$ cat src/rtl/hpb_pkg.sv
// Shared definitions for the HPB write arbiter: FSM state encoding and default sizing.
package hpb_pkg;

  typedef enum logic [1:0] {
    IDLE = 2'd0,
    WAIT = 2'd1,
    ACK  = 2'd2
  } hpb_state_e;

  localparam int HPB_RCB_RAM_WIDTH = 64;
  localparam int HPB_TIMEOUT_CYC   = 255;

endpackage

$ cat src/rtl/hpb_rr_arb.sv
// Combinational round-robin selector: first requester strictly after ptr wins.
module hpb_rr_arb #(
  parameter int NUM_REQ = 4
) (
  input  logic [NUM_REQ-1:0]         req,
  input  logic [$clog2(NUM_REQ)-1:0] ptr,
  output logic [NUM_REQ-1:0]         gnt,
  output logic [$clog2(NUM_REQ)-1:0] gnt_idx,
  output logic                       gnt_vld
);

  localparam int IW = $clog2(NUM_REQ);

  logic [IW-1:0] idx;

  // Scan from the farthest candidate to the nearest so the nearest requester overwrites.
  always_comb begin
    gnt     = '0;
    gnt_idx = '0;
    gnt_vld = 1'b0;
    idx     = '0;
    for (int i = NUM_REQ; i >= 1; i--) begin
      idx = IW'((int'(ptr) + i) % NUM_REQ);
      if (req[idx]) begin
        gnt      = '0;
        gnt[idx] = 1'b1;
        gnt_idx  = idx;
        gnt_vld  = 1'b1;
      end
    end
  end

endmodule

$ cat src/rtl/hpb_wr_arb.sv
// Arbitrates NUM_REQ write requesters onto the single HPB write port of the RCB RAM,
// with a per-write timeout and a saturating count of timed-out writes.
module hpb_wr_arb
  import hpb_pkg::*;
#(
  parameter int RCB_RAM_WIDTH = HPB_RCB_RAM_WIDTH,
  parameter int NUM_REQ       = 4,
  parameter int TIMEOUT_CYC   = HPB_TIMEOUT_CYC
) (
  input  logic                                        clk,
  input  logic                                        reset_n,
  input  logic [NUM_REQ-1:0]                          req,
  input  logic [NUM_REQ-1:0]                          req_addr,
  input  logic [NUM_REQ-1:0][RCB_RAM_WIDTH-1:0]       req_data,
  input  logic [NUM_REQ-1:0][RCB_RAM_WIDTH/8-1:0]     req_en,
  output logic [NUM_REQ-1:0]                          ack,
  output logic                                        err,
  output logic                                        hpb_wr_addr,
  output logic [RCB_RAM_WIDTH-1:0]                    hpb_wr_data,
  output logic [RCB_RAM_WIDTH/8-1:0]                  hpb_wr_en,
  output logic                                        hpb_wr_req,
  input  logic                                        rcb_wr_done,
  output logic                                        busy,
  output logic [15:0]                                 timeout_cnt
);

  localparam int BW = RCB_RAM_WIDTH / 8;
  localparam int IW = $clog2(NUM_REQ);

  hpb_state_e          state_q, state_d;
  logic [IW-1:0]       ptr_q, ptr_d;
  logic [NUM_REQ-1:0]  gnt_q, gnt_d;
  logic [15:0]         cnt_q, cnt_d;
  logic [15:0]         timeout_cnt_q, timeout_cnt_d;
  logic [NUM_REQ-1:0]  ack_q, ack_d;
  logic                err_q, err_d;
  logic                addr_q, addr_d;
  logic [RCB_RAM_WIDTH-1:0] data_q, data_d;
  logic [BW-1:0]       en_q, en_d;
  logic                wr_req_q, wr_req_d;
  logic                busy_q, busy_d;

  logic [NUM_REQ-1:0]  arb_gnt;
  logic [IW-1:0]       arb_idx;
  logic                arb_vld;
  logic                timeout_hit;

  hpb_rr_arb #(.NUM_REQ(NUM_REQ)) u_rr_arb (
    .req     (req),
    .ptr     (ptr_q),
    .gnt     (arb_gnt),
    .gnt_idx (arb_idx),
    .gnt_vld (arb_vld)
  );

  // cnt_q counts completed WAIT cycles, so the current cycle is number cnt_q+1.
  assign timeout_hit = (32'(cnt_q) + 32'd1) >= 32'(TIMEOUT_CYC);

  always_comb begin
    state_d       = state_q;
    ptr_d         = ptr_q;
    gnt_d         = gnt_q;
    cnt_d         = cnt_q;
    timeout_cnt_d = timeout_cnt_q;
    ack_d         = '0;
    err_d         = 1'b0;
    addr_d        = addr_q;
    data_d        = data_q;
    en_d          = en_q;
    case (state_q)
      IDLE: begin
        if (arb_vld) begin
          state_d = WAIT;
          ptr_d   = arb_idx;
          gnt_d   = arb_gnt;
          cnt_d   = '0;
          addr_d  = req_addr[arb_idx];
          data_d  = req_data[arb_idx];
          en_d    = req_en[arb_idx];
        end
      end
      WAIT: begin
        if (rcb_wr_done) begin
          state_d = ACK;
          ack_d   = gnt_q;
        end else if (timeout_hit) begin
          state_d       = ACK;
          ack_d         = gnt_q;
          err_d         = 1'b1;
          timeout_cnt_d = (timeout_cnt_q == 16'hFFFF) ? timeout_cnt_q : timeout_cnt_q + 16'd1;
        end else begin
          cnt_d = cnt_q + 16'd1;
        end
      end
      default: state_d = IDLE;
    endcase
    wr_req_d = (state_d == WAIT);
    busy_d   = (state_d != IDLE);
  end

  always_ff @(posedge clk or negedge reset_n) begin
    if (!reset_n) begin
      state_q       <= IDLE;
      ptr_q         <= IW'(NUM_REQ - 1);
      gnt_q         <= '0;
      cnt_q         <= '0;
      timeout_cnt_q <= '0;
      ack_q         <= '0;
      err_q         <= 1'b0;
      addr_q        <= 1'b0;
      data_q        <= '0;
      en_q          <= '0;
      wr_req_q      <= 1'b0;
      busy_q        <= 1'b0;
    end else begin
      state_q       <= state_d;
      ptr_q         <= ptr_d;
      gnt_q         <= gnt_d;
      cnt_q         <= cnt_d;
      timeout_cnt_q <= timeout_cnt_d;
      ack_q         <= ack_d;
      err_q         <= err_d;
      addr_q        <= addr_d;
      data_q        <= data_d;
      en_q          <= en_d;
      wr_req_q      <= wr_req_d;
      busy_q        <= busy_d;
    end
  end

  assign ack         = ack_q;
  assign err         = err_q;
  assign hpb_wr_addr = addr_q;
  assign hpb_wr_data = data_q;
  assign hpb_wr_en   = en_q;
  assign hpb_wr_req  = wr_req_q;
  assign busy        = busy_q;
  assign timeout_cnt = timeout_cnt_q;

endmodule

$ cat config.mk
export PLATFORM = sky130hd
export DESIGN_NAME = hpb_wr_arb
export DESIGN_NICKNAME = d
export VERILOG_FILES = /design/src/rtl/hpb_pkg.sv /design/src/rtl/hpb_rr_arb.sv /design/src/rtl/hpb_wr_arb.sv
export SDC_FILE = /design/constraint.sdc
export NUM_CORES = 1
export LEC_CHECK = 0
export CAP_MARGIN = 20
export CORE_AREA = 8 8 146 148
export DETAILED_ROUTE_END_ITERATION = 10
export DIE_AREA = 0 0 154 156
export GPL_ROUTABILITY_DRIVEN = 0
export PLACE_DENSITY = 0.82
export SETUP_SLACK_MARGIN = 0.02
export SYNTH_ARGS = -nofsm -noshare
export SYNTH_HDL_FRONTEND = slang
export SYNTH_SLANG_ARGS = --single-unit
$ cat constraint.sdc
create_clock -name clk -period 4.5 [get_ports clk]
set_input_delay 0.9 -clock clk [delete_from_list [all_inputs] [get_ports clk]]
set_output_delay 0.9 -clock clk [all_outputs]
set_load 0.01 [all_outputs]
# After elaboration in Yosys (flattened, before gate mapping)

Index checks and enable logic that the tools add are counted.

Logic and storage cells: 95
Output and inout port bits: 96
Bits in registers: 120

Bitwise logic cells: 2
Multiplexer cells: 48
Reduce and logical (&&, ||, !) cells: 10
$lt $le $gt $ge: 10
Equality and inequality tests: 6
$add $sub $neg: 7

Operators with widths:

| kind                  | number |
|---|---|
| $bmux 64 s2           | 1 |
| $mux 64               | 1 |
| $mux 16               | 3 |
| $add 16x1->16 const B | 2 |
| $pmux 16 s2           | 1 |
| $mux 4                | 7 |
| $add 16x1->17 const B | 1 |
| $ge 17x8->1 const B   | 1 |
| $bmux 8 s2            | 1 |
| $eq 16x16->1 const B  | 1 |
| $mux 1                | 16 |
| $lt 2x3->1 const B    | 5 |
| $mux 2                | 7 |
| $bmux 1 s2            | 5 |
| $demux 1 s2           | 4 |
| $ge 2x1->1 const B    | 4 |
| $mux 8                | 1 |
| $reduce_and 4->1      | 2 |
| $ne 2x2->1 const B    | 3 |
| $add 2x1->2 const B   | 2 |
| $add 2x2->2 const B   | 2 |
| $eq 2x1->1 const B    | 2 |
| $logic_and 1x1->1     | 4 |
| $pmux 2 s2            | 1 |
| other kinds (4)       | 6 |

# Longest topological paths before layout

Gate-level depths: netlist of run 1.

Depth after elaboration: 10
Depth in mapped cells: 12
Gate-level depth less buffers: 9

# Hierarchy

From an unflattened synthesis of run 1, not the netlist that was laid out.

Cells, all modules: 523
Area, all modules: 7274.5 um^2

Modules (own cells, without submodules):

| module     | times used | seq. area each (um^2) | area each (um^2) | cells an instance |
|---|---|---|---|---|
| hpb_wr_arb | 1          | 3005.4                | 6735.2           | 454 |
| hpb_rr_arb | 1          | 0.0                   | 539.3            | 69 |

# Worst setup path after synthesis of run 1

OpenSTA, ideal clock, no wires.

Path kind: register to register
Start point: register ptr_q[0]
End point: register data_q[0] (netlist: hpb_wr_data[0])
Cell stages (with the launch flop): 11
Arrival: 2.898 ns
Clock period less this slack: 3.024 ns
Setup time: 0.126 ns
Data required time: 4.374 ns
Path slack: 1.476 ns
Cells stage by stage: dfstp_2 buf_4 inv_1 ha_1 mux4_2 nor2b_1 o21ai_2 o21ai_2 buf_2 mux2_1 a221o_1

Cells in the longest elaborated chain, start to end: 9
Elaborated cells between the ends (all ways): 23
Classes of those cells: 4 x add/sub; 18 x mux; 1 x reduce/logical

RTL lines:

| element                       | line              | RTL |
|---|---|---|
| from (decl)                   | hpb_wr_arb.sv:31  | `logic [IW-1:0] ptr_q, ptr_d;` |
| from (signal assigned)        | hpb_wr_arb.sv:104 | `ptr_q <= IW'(NUM_REQ - 1);` |
| from (signal assigned)        | hpb_wr_arb.sv:117 | `ptr_q <= ptr_d;` |
| $add 2x1->2                   | hpb_rr_arb.sv:23  | `idx = IW'((int'(ptr) + i) % NUM_REQ);` |
| $bmux 1 s2                    | hpb_rr_arb.sv:24  | `if (req[idx]) begin` |
| $mux 1 (implied by the code)  | hpb_rr_arb.sv:24  |  |
| $mux 2 (4 in a row)           | hpb_rr_arb.sv:24  |  |
| $bmux 64 s2                   | hpb_wr_arb.sv:78  | `data_d = req_data[arb_idx];` |
| $mux 64 (implied by the code) | hpb_wr_arb.sv:78  |  |
| to (signal assigned)          | hpb_wr_arb.sv:124 | `data_q <= data_d;` |
| to (decl)                     | hpb_wr_arb.sv:38  | `logic [RCB_RAM_WIDTH-1:0] data_q, data_d;` |

Parallel ways exist; a longest one is shown, timed or not. The select of a mux whose other input is x is not followed.
A chain may end at the register's enable or synchronous reset.

# Final worst setup path of run 1

Start point: register ptr_q[0]
End point: register data_q[50] (netlist: hpb_wr_data[50])

The elaborated chain is that of the path after synthesis.

==> results, run 1 <==
- The die outline area is 0.0240 mm2.
- The library cells used most frequently in the layout, excluding fill and tap cells, are 393 x sky130_fd_sc_hd__clkdlybuf4s50_1, 118 x sky130_fd_sc_hd__dfrtp_1, 91 x sky130_fd_sc_hd__nor2_1, 90 x sky130_fd_sc_hd__nand2_1, 72 x sky130_fd_sc_hd__a21oi_1.
- The H-tree generated during clock tree synthesis spans 4 levels.
- The leakage dissipation is 4.95 nW.
- The cell area after layout is about 0.012 mm2.
- The run finished with clean final reports.
- The total overflow left after global routing is 0.
- For this design the ratio of total power to cell area is between 600 and 700 mW/mm2.
- After clock tree synthesis, the clock-pin slew on the worst setup and hold paths is around 60 ps.
- In this run, synthesis produced a sequential element count of between 100 and 150.
- The number of hold-slack violations in the final timing report came to 0.
- The number of cells produced by synthesis is around 900.
- Data arrives at the worst endpoint at 3890 ps.
- Across the routed clock network, the largest skew measured is 10.2 ps.
- The proportion of power drawn by the clock network is 0.149.
- The number of global-route vias before repair was roughly 8800.
- The cell sitting at the root of the clock tree is a sky130_fd_sc_hd__clkbuf_16.
- The fraction of layout cells with a size suffix above 1 is 0.0584.
- The design internal power is 4.56 mW.
- The class of the most critical hold timing path is reg -> reg.
- The number of placed instances, taps included, is around 1500.
- The latest clock arrival within the worst-skew pair is 420 ps.
- The share of async-settable or async-resettable flops after synthesis is 1.00.
- The leading cell type in the layout, fill and taps excluded is sky130_fd_sc_hd__clkdlybuf4s50_1.
- IR analysis of the VDD net gives a maximum drop of 0.557 mV.
- Hold timing on the final database bottoms out at a slack of 475 ps.
- The area of the core is 0.0191 mm2.
- The number of max-cap violations is 0.
- The HPWL after detailed placement is roughly 25 mm.
- The total of hold buffers inserted after clock tree synthesis is 0.
- The post-CTS repair timing setup buffer count is 0.
- During I/O placement, the number of pins put on the boundary was approximately 400.
- Of the total power, the share spent switching nets is 0.454.
- In the global route stage, overall resource usage came out at 0.269.
- The number of gates resized after CTS was 0.
- The number of synthesized flops with an enable pin is 0.
- The mean cell area of the mapped netlist is around 8.6 um2.
- The number of port buffers is just under 400.
- Setup violations remaining at the end of the flow were counted as 0.
- The TritonCTS sink count is 120.
- Yosys mapped the design onto 56 distinct sky130hd cell types.
- The critical path endpoint category is a flip-flop.
- The cell area that synthesis handed to floorplanning was 0.00774 mm2.
- The kind of critical path is reg -> reg.
- The maximum operating frequency is ~0.28 GHz.
- The shortest clock period the worst path allows after layout is 3620 ps.
- The effective utilization at floorplan is 0.406.
- Once placement finished, the instance area stood at 0.0119 mm2.
- The share of total power dissipated in sequential elements is 0.211.
- The detailed router placed 9093 vias in this run.
- The portion of total power attributed to combinational logic is 0.640.
- The fill cell instance count of the final layout is 1557.
- The analysis attributes to net switching a power of 3.79 mW.
- The detail route stage leaves a number of antenna-violating nets equal to 0.
- The via density per instance is 6.02.
- In the synthesized netlist the dominant register cell turns out to be sky130_fd_sc_hd__dfrtp_1.
- The maximum clock insertion buffer count is 2.
- Once layout is complete, the cells apart from fillers number 1510.
- Measured along the y axis, the die boundary spans between 150 and 200 um.
- The initial antenna violation count came to 5.
- The clock tree from TritonCTS is yes.
- Setup repair after global routing left no endpoint under its margin.
- The routed design has 33.7 mm of wire.
- The iteration count of the initial detailed-routing pass is 5.
- The startpoint type of the worst setup path is a flip-flop.
- The Yosys warning count is 0.
- The number of remaining DRC errors is 0.
- The total number of placement rows is between 50 and 60.
- The width of the chip is roughly 150 um.
- The pin slew with the least headroom to its limit is 1040 ps.
- The sequential share of the synthesized area is 0.388.
- Dividing the final minimum period by the clock period gives 0.805.
- The number of nets at the end of the flow is 1560.
- The first-pass GRT wire length is 51.2 mm.
- In this run, the number of DRC markers left after iteration 0 of detailed routing was 723.
- The highest fanout seen on the critical path is 33.
- STA puts the critical path data required time at around 4800 ps.
- Overall power consumption after layout is estimated at between 8 and 9 mW.
- Entering global routing, the biggest net connects 71 pins.
- Adding up every negative setup slack in the final design gives 0 ps.
- In this run the tightest slew margin relative to its limit is 0.305.
- The layout-stage area growth over the synthesis result is 61.0%.
- The number of nets in the synthesized netlist is 1210.
- The count of final max-slew check failures is 0.
- In this run, CTS created clock tree buffers numbering 17.
- After detailed routing, the average wire length per cell comes to 22.3 um.
[registers in the layout (all words and copies together), names as in the netlist]
name,flops
timeout_cnt,16
gnt_q,4
busy,1
err,1
state_q,2
hpb_wr_data,64
ptr_q,2
ack,4
hpb_wr_addr,1
hpb_wr_en,8
cnt_q,16
hpb_wr_req,1
[path summary, 6_finish.rpt]
path / cells past startpoint / slack (ps) / to / from
setup / recovery: 11 / 880 / hpb_wr_data[50] / ptr_q[0]
hold / removal: 1 / 470 / ack[3] / gnt_q[3]
setup reg to reg: 11 / 880 / hpb_wr_data[50] / ptr_q[0]
hold reg to reg: 1 / 470 / ack[3] / gnt_q[3]
max in group asynchronous: 2 / 3110 / hpb_wr_en[4] / reset_n
min in group asynchronous: 1 / 550 / hpb_wr_data[54] / reset_n
[cell type report]
type / count / area (um2) / share of cell area
Inverter: 9 / 33.8 / 0.00271
Clock inverter: 11 / 75.1 / 0.00602
Clock buffer: 21 / 460 / 0.0369
Sequential cell: 120 / 3010 / 0.241
Antenna cell: 5 / 12.5 / 0.00100
Tap cell: 238 / 298 / 0.0239
Timing Repair Buffer: 417 / 4160 / 0.334
Multi-Input combinational cell: 689 / 4420 / 0.355
[synth_stat cells, drive strengths merged (2+ instances only)]
cell type / number / area [um2]
a211o: 20 / 175
a21oi: 72 / 360
a221o: 29 / 290
a221oi: 3 / 26.3
a22oi: 4 / 30.0
a31oi: 5 / 31.3
and2: 13 / 81.3
and3: 8 / 50.1
buf: 32 / 149
clkbuf: 54 / 203
dfrtp: 118 / 2950
dfstp: 2 / 52.6
ha: 7 / 87.6
inv: 9 / 33.8
mux2: 34 / 390
mux2i: 2 / 20.0
mux4: 3 / 67.6
nand2: 91 / 342
nand3: 44 / 220
nand4: 7 / 43.8
nor2: 93 / 349
nor2b: 3 / 18.8
nor3: 2 / 10.0
nor4: 2 / 12.5
o211ai: 2 / 15.0
o21ai: 65 / 344
o221ai: 69 / 604
o22ai: 69 / 432
o31ai: 5 / 37.5
or3: 3 / 18.8
xnor2: 16 / 140
[stage by stage]
| stage | setup WS, ps | util |
|---|---|---|
| after floorplan | 1480 | - |
| after global placement | 773 | 0.625 |
| after detailed placement | 628 | 0.625 |
| after CTS | 852 | 0.653 |
| after global routing | 677 | 0.654 |
| final | 876 | 0.654 |
[power groups by stage]
stage	clock network [mW]	registers, mW	logic, mW
after floorplan	0	1.88	3.11
after global placement	0	1.76	5.21
after detailed placement	0	1.77	5.33
after CTS	1.26	1.76	5.35
after global routing	1.31	1.81	5.77
final	1.24	1.76	5.34
[critical path, cell delays in order (launching register included)]
cell and delay [ps]:
sky130_fd_sc_hd__dfstp_2 730, sky130_fd_sc_hd__inv_1 220, sky130_fd_sc_hd__ha_1 460, sky130_fd_sc_hd__mux4_2 390, sky130_fd_sc_hd__nor2b_1 370, sky130_fd_sc_hd__o21ai_4 90, sky130_fd_sc_hd__o21ai_4 140, sky130_fd_sc_hd__buf_4 360
sky130_fd_sc_hd__buf_4 390, sky130_fd_sc_hd__nand3_1 110, sky130_fd_sc_hd__o21ai_0 110, sky130_fd_sc_hd__o21ai_1 90
[cell families after synthesis]
| group | share of synthesized area |
|---|---|
| xor gates and xnor gates | 0.0181 |
| and+or+nand+nor | 0.155 |
| muxes | 0.0617 |
| buffers and inverters | 0.0498 |
| DFF | 0.388 |
| AOI/OAI and AO/OA | 0.316 |
| adders and majority gates | 0.0113 |
[metal layers]
layer  wire (um)  vias to the layer above  global-route usage
met5          13                        -                   0
met4        1210                        2               0.119
met3        2770                       81              0.0676
met2       16600                      473               0.451
met1       13200                     4362               0.323
li1            -                     4175                   -
Power figures use the tool's default switching activity.
==> inputs of run 2 (changes only) <==
--- a/config.mk
+++ b/config.mk
@@ -6,9 +6,9 @@
 export NUM_CORES = 1
 export LEC_CHECK = 0
 export CAP_MARGIN = 20
-export CORE_AREA = 8 8 146 148
+export CORE_MARGIN = 8
+export CORE_UTILIZATION = 41
 export DETAILED_ROUTE_END_ITERATION = 10
-export DIE_AREA = 0 0 154 156
 export GPL_ROUTABILITY_DRIVEN = 0
 export PLACE_DENSITY = 0.82
 export SETUP_SLACK_MARGIN = 0.02
==> constraint.sdc (replaced) <==
create_clock -name clk -period 3.5 [get_ports clk]
set_input_delay 0.7 -clock clk [delete_from_list [all_inputs] [get_ports clk]]
set_output_delay 0.7 -clock clk [all_outputs]
set_load 0.01 [all_outputs]
==> run 2 against run 1 <==
  * Utilization rose by 2.3 points
  * Clock power is 39% higher
  * Sequential share of layout area down 0.27 points
  * Setup slack lost 510 ps
  * Critical path type unchanged
  * Combinational power is 32% higher
  * Total power is 32% higher
  * Cell count about the same
  * Critical path depth shrank 2
  * Highest routed layer unchanged
==> results, run 2 (synthesis gave the netlist of run 1 again) <==
- The number of max-cap violations came to 0 (unchanged).
- The relative slew slack is 0.431 (+0.127).
- The via density per instance is 6.06 (+0.57%).
- The worst slack at placement is 128 ps (-500 ps).
- The post-CTS repair timing setup buffer count came to 0 (unchanged).
- In the layout the commonest cells are 393 x sky130_fd_sc_hd__clkdlybuf4s50_1, 118 x sky130_fd_sc_hd__dfrtp_1, 91 x sky130_fd_sc_hd__nor2_1, 90 x sky130_fd_sc_hd__nand2_1, 72 x sky130_fd_sc_hd__a21oi_1.
- The cell area after layout is 0.0126 mm2 (+1.1%).
- The width of the chip was 153 um (-0.36%).
- The final setup violation count is 0 (unchanged).
- The master cell of the clock root buffer is sky130_fd_sc_hd__clkbuf_16.
- The number of port buffers is 394 (unchanged).
- The number of nets at the end of the flow is 1562 (+0.13%).
- The clock-pin slew on the worst setup and hold paths was 60 ps (about the same).
- The setup skew after layout is 9.11 ps (-1.12 ps).
- The number of flip-flops in the largest register came to 64 (unchanged).
- The post-route antenna net violation count is 0 (unchanged).
- The worst register-to-register path begins at ptr_q[1].
- The effective utilization at floorplan came to 0.415 (+0.00951).
- The count of non-filler cells in the finished layout came to 1509 (-0.066%).
- The utilization after layout came to 0.677 (+0.0228).
- The power density of the placed cells came to 874 mW/mm2 (+31%).
- Setup repair after global routing left no endpoint under its margin.
- The latest clock arrival within the worst-skew pair was 420 ps (about the same).
- The count of final max-slew check failures is 0 (unchanged).
- The kind of critical path is reg -> reg.
- The initial antenna violation count is 8 (+3).
- The area after detailed placement is 0.0120 mm2 (+0.71%).
- The worst setup path is captured at a flip-flop.
- The number of primary I/O pins was 395 (unchanged).
- The capture instance of the worst register-to-register path is hpb_wr_data[55].
- The first-pass GRT wire length is 52.9 mm (+3.1%).
- The vertical die dimension is 153 um (-1.6%).
- The worst setup path is launched from a flip-flop.
- The TritonCTS sink count came to 120 (unchanged).
- The class of the most critical hold timing path is in -> async.
- Following the worst setup path forward leads to its endpoint at hpb_wr_data[55].
- The aggregate global-route resource usage was 0.285 (+0.0156).
- The flow ran to the end, and the final reports show no timing, DRC or antenna violations.
- The fraction of layout cells with a size suffix above 1 is 0.0607 (+0.00227).
- The beginning of the critical path is ptr_q[1].
- The total number of placement rows is 50 (-2.0%).
- The maximum clock insertion buffer count is 2 (unchanged).
- The HPWL after detailed placement is 24.9 mm (+1.2%).
- The detailed-route wire length was 34.6 mm (+2.5%).
- The clock tree from TritonCTS is yes.
- The highest fanout seen on the critical path is 34 (+3.0%).
- The die outline area came to 0.0235 mm2 (-2.0%).
- The data required time at the worst endpoint is 3790 ps (-970 ps).
- The layout-stage area growth over the synthesis result is 62.9%.
- The number of DRC markers after the initial detailed-route iteration is 675 (-6.6%).
- The setup slack on the worst flop-to-flop path is 370 ps (-510 ps).
- The H-tree depth is 4 (unchanged).
- The detail-routed net length per standard cell came to 22.9 um (+2.5%).
- The total negative slack for setup checks is 0 ps (unchanged).
- The number of cell instances on the worst register-to-register path is 9 (-2).
- The maximum operating frequency is 0.320 GHz (+16%).
- The number of global-route vias before repair came to 9040 (+2.9%).
- The library cell used most frequently in the layout, excluding fill and tap cells, is sky130_fd_sc_hd__clkdlybuf4s50_1.
- The total of hold buffers inserted after clock tree synthesis was 0 (unchanged).
- The leakage dissipation is 5.01 nW (+1.2%).
- The share of the clock period used by the worst path was 0.894 (+0.0887).
- The largest net degree at the start of global routing is 71 (unchanged).
- The shortest clock period the worst path allows after layout came to 3130 ps (-495 ps).
- The area of the core is 0.0186 mm2 (-2.3%).
- The data arrival at the endpoint of the critical path is 3420 ps (-470 ps).
- The global route total overflow came to 0 (unchanged).
- The maximum VDD drop came to 0.584 mV (+4.8%).
- The post-route worst setup slack came to 371 ps (-505 ps).
- The total CTS buffers is 17 (unchanged).
- The placed cell count is 1471 (-0.14%).
- The iteration count of the initial detailed-routing pass was 5 (unchanged).
- The pin slew with the least headroom to its limit is 853 ps (-188 ps).
- The number of hold-slack violations in the final timing report came to 0 (unchanged).
- The via count is 9139 (+0.51%).
- The post-CTS resize count came to 0 (unchanged).
- The number of remaining DRC errors is 0 (unchanged).
==> run 2: cell types whose count changed in the layout (fill, tap and decap cells not counted), moves of 3 or more <==
| cell | delta |
|---|---|
| sky130_fd_sc_hd__clkinv_2 | -3 |
| sky130_fd_sc_hd__buf_12 | +6 |
| sky130_fd_sc_hd__buf_4 | -4 |
| sky130_fd_sc_hd__clkbuf_8 | +3 |
==> run 2: stage by stage <==
stage / power, mW / hold slack, ps
6_report: 11.0 / 340
5_1_grt: 11.7 / 381
4_1_cts: 11.0 / 338
3_5_place_dp: 9.29 / 466
3_3_place_gp: 9.11 / 458
2_1_floorplan: 6.41 / 404
==> run 2: area by class of cell <==
type / count / area, um2
Clock inverter: 9 / 90.1
Sequential cell: 120 / 3010
Timing Repair Buffer: 419 / 4250
Antenna cell: 6 / 15.0
Clock buffer: 23 / 498
Multi-Input combinational cell: 689 / 4420
Tap cell: 234 / 293
Inverter: 9 / 33.8
Fill cell: 1482 / 6030
==> run 2: critical path, stage by stage, from the launching register on <==
cell and delay [ps]:
sky130_fd_sc_hd__dfstp_2 610, sky130_fd_sc_hd__inv_1 100, sky130_fd_sc_hd__ha_1 410, sky130_fd_sc_hd__mux4_2 360, sky130_fd_sc_hd__nor2b_1 270, sky130_fd_sc_hd__o21ai_4 110, sky130_fd_sc_hd__o21ai_4 200, sky130_fd_sc_hd__buf_12 240
sky130_fd_sc_hd__mux2_1 360, sky130_fd_sc_hd__a221o_1 330
==> run 2: worst min-delay path by stage <==
stage                     endpoint  slack, ps
floorplan                   ack[0]        400
global placement          gnt_q[1]        460
detailed placement        gnt_q[1]        470
CTS                       cnt_q[7]        340
global route        timeout_cnt[1]        380
finish              timeout_cnt[1]        340
==> run 2: report_power, final <==
group | total (mW) | switching, mW | internal (mW)
registers | 2.24 | 0.306 | 1.93
clock network | 1.72 | 0.651 | 1.07
logic | 7.06 | 3.94 | 3.12
==> run 2: layer usage <==
| layer | up-vias | part of all wire | global-route usage |
|---|---|---|---|
| met5 | - | 0.00067 | 0 |
| met4 | 4 | 0.040 | 0.131 |
| met3 | 85 | 0.091 | 0.0812 |
| met2 | 469 | 0.51 | 0.491 |
| met1 | 4400 | 0.36 | 0.322 |
| li1 | 4181 | - | - |
==> inputs of run 3 (changes only) <==
--- a/config.mk
+++ b/config.mk
@@ -10,6 +10,7 @@
 export CORE_UTILIZATION = 41
 export DETAILED_ROUTE_END_ITERATION = 10
 export GPL_ROUTABILITY_DRIVEN = 0
+export HOLD_SLACK_MARGIN = 0.1
 export PLACE_DENSITY = 0.82
 export SETUP_SLACK_MARGIN = 0.02
 export SYNTH_ARGS = -nofsm -noshare
==> results of run 3 <==
Same layout as run 2: the final DEF is identical, and so are final timing and power.
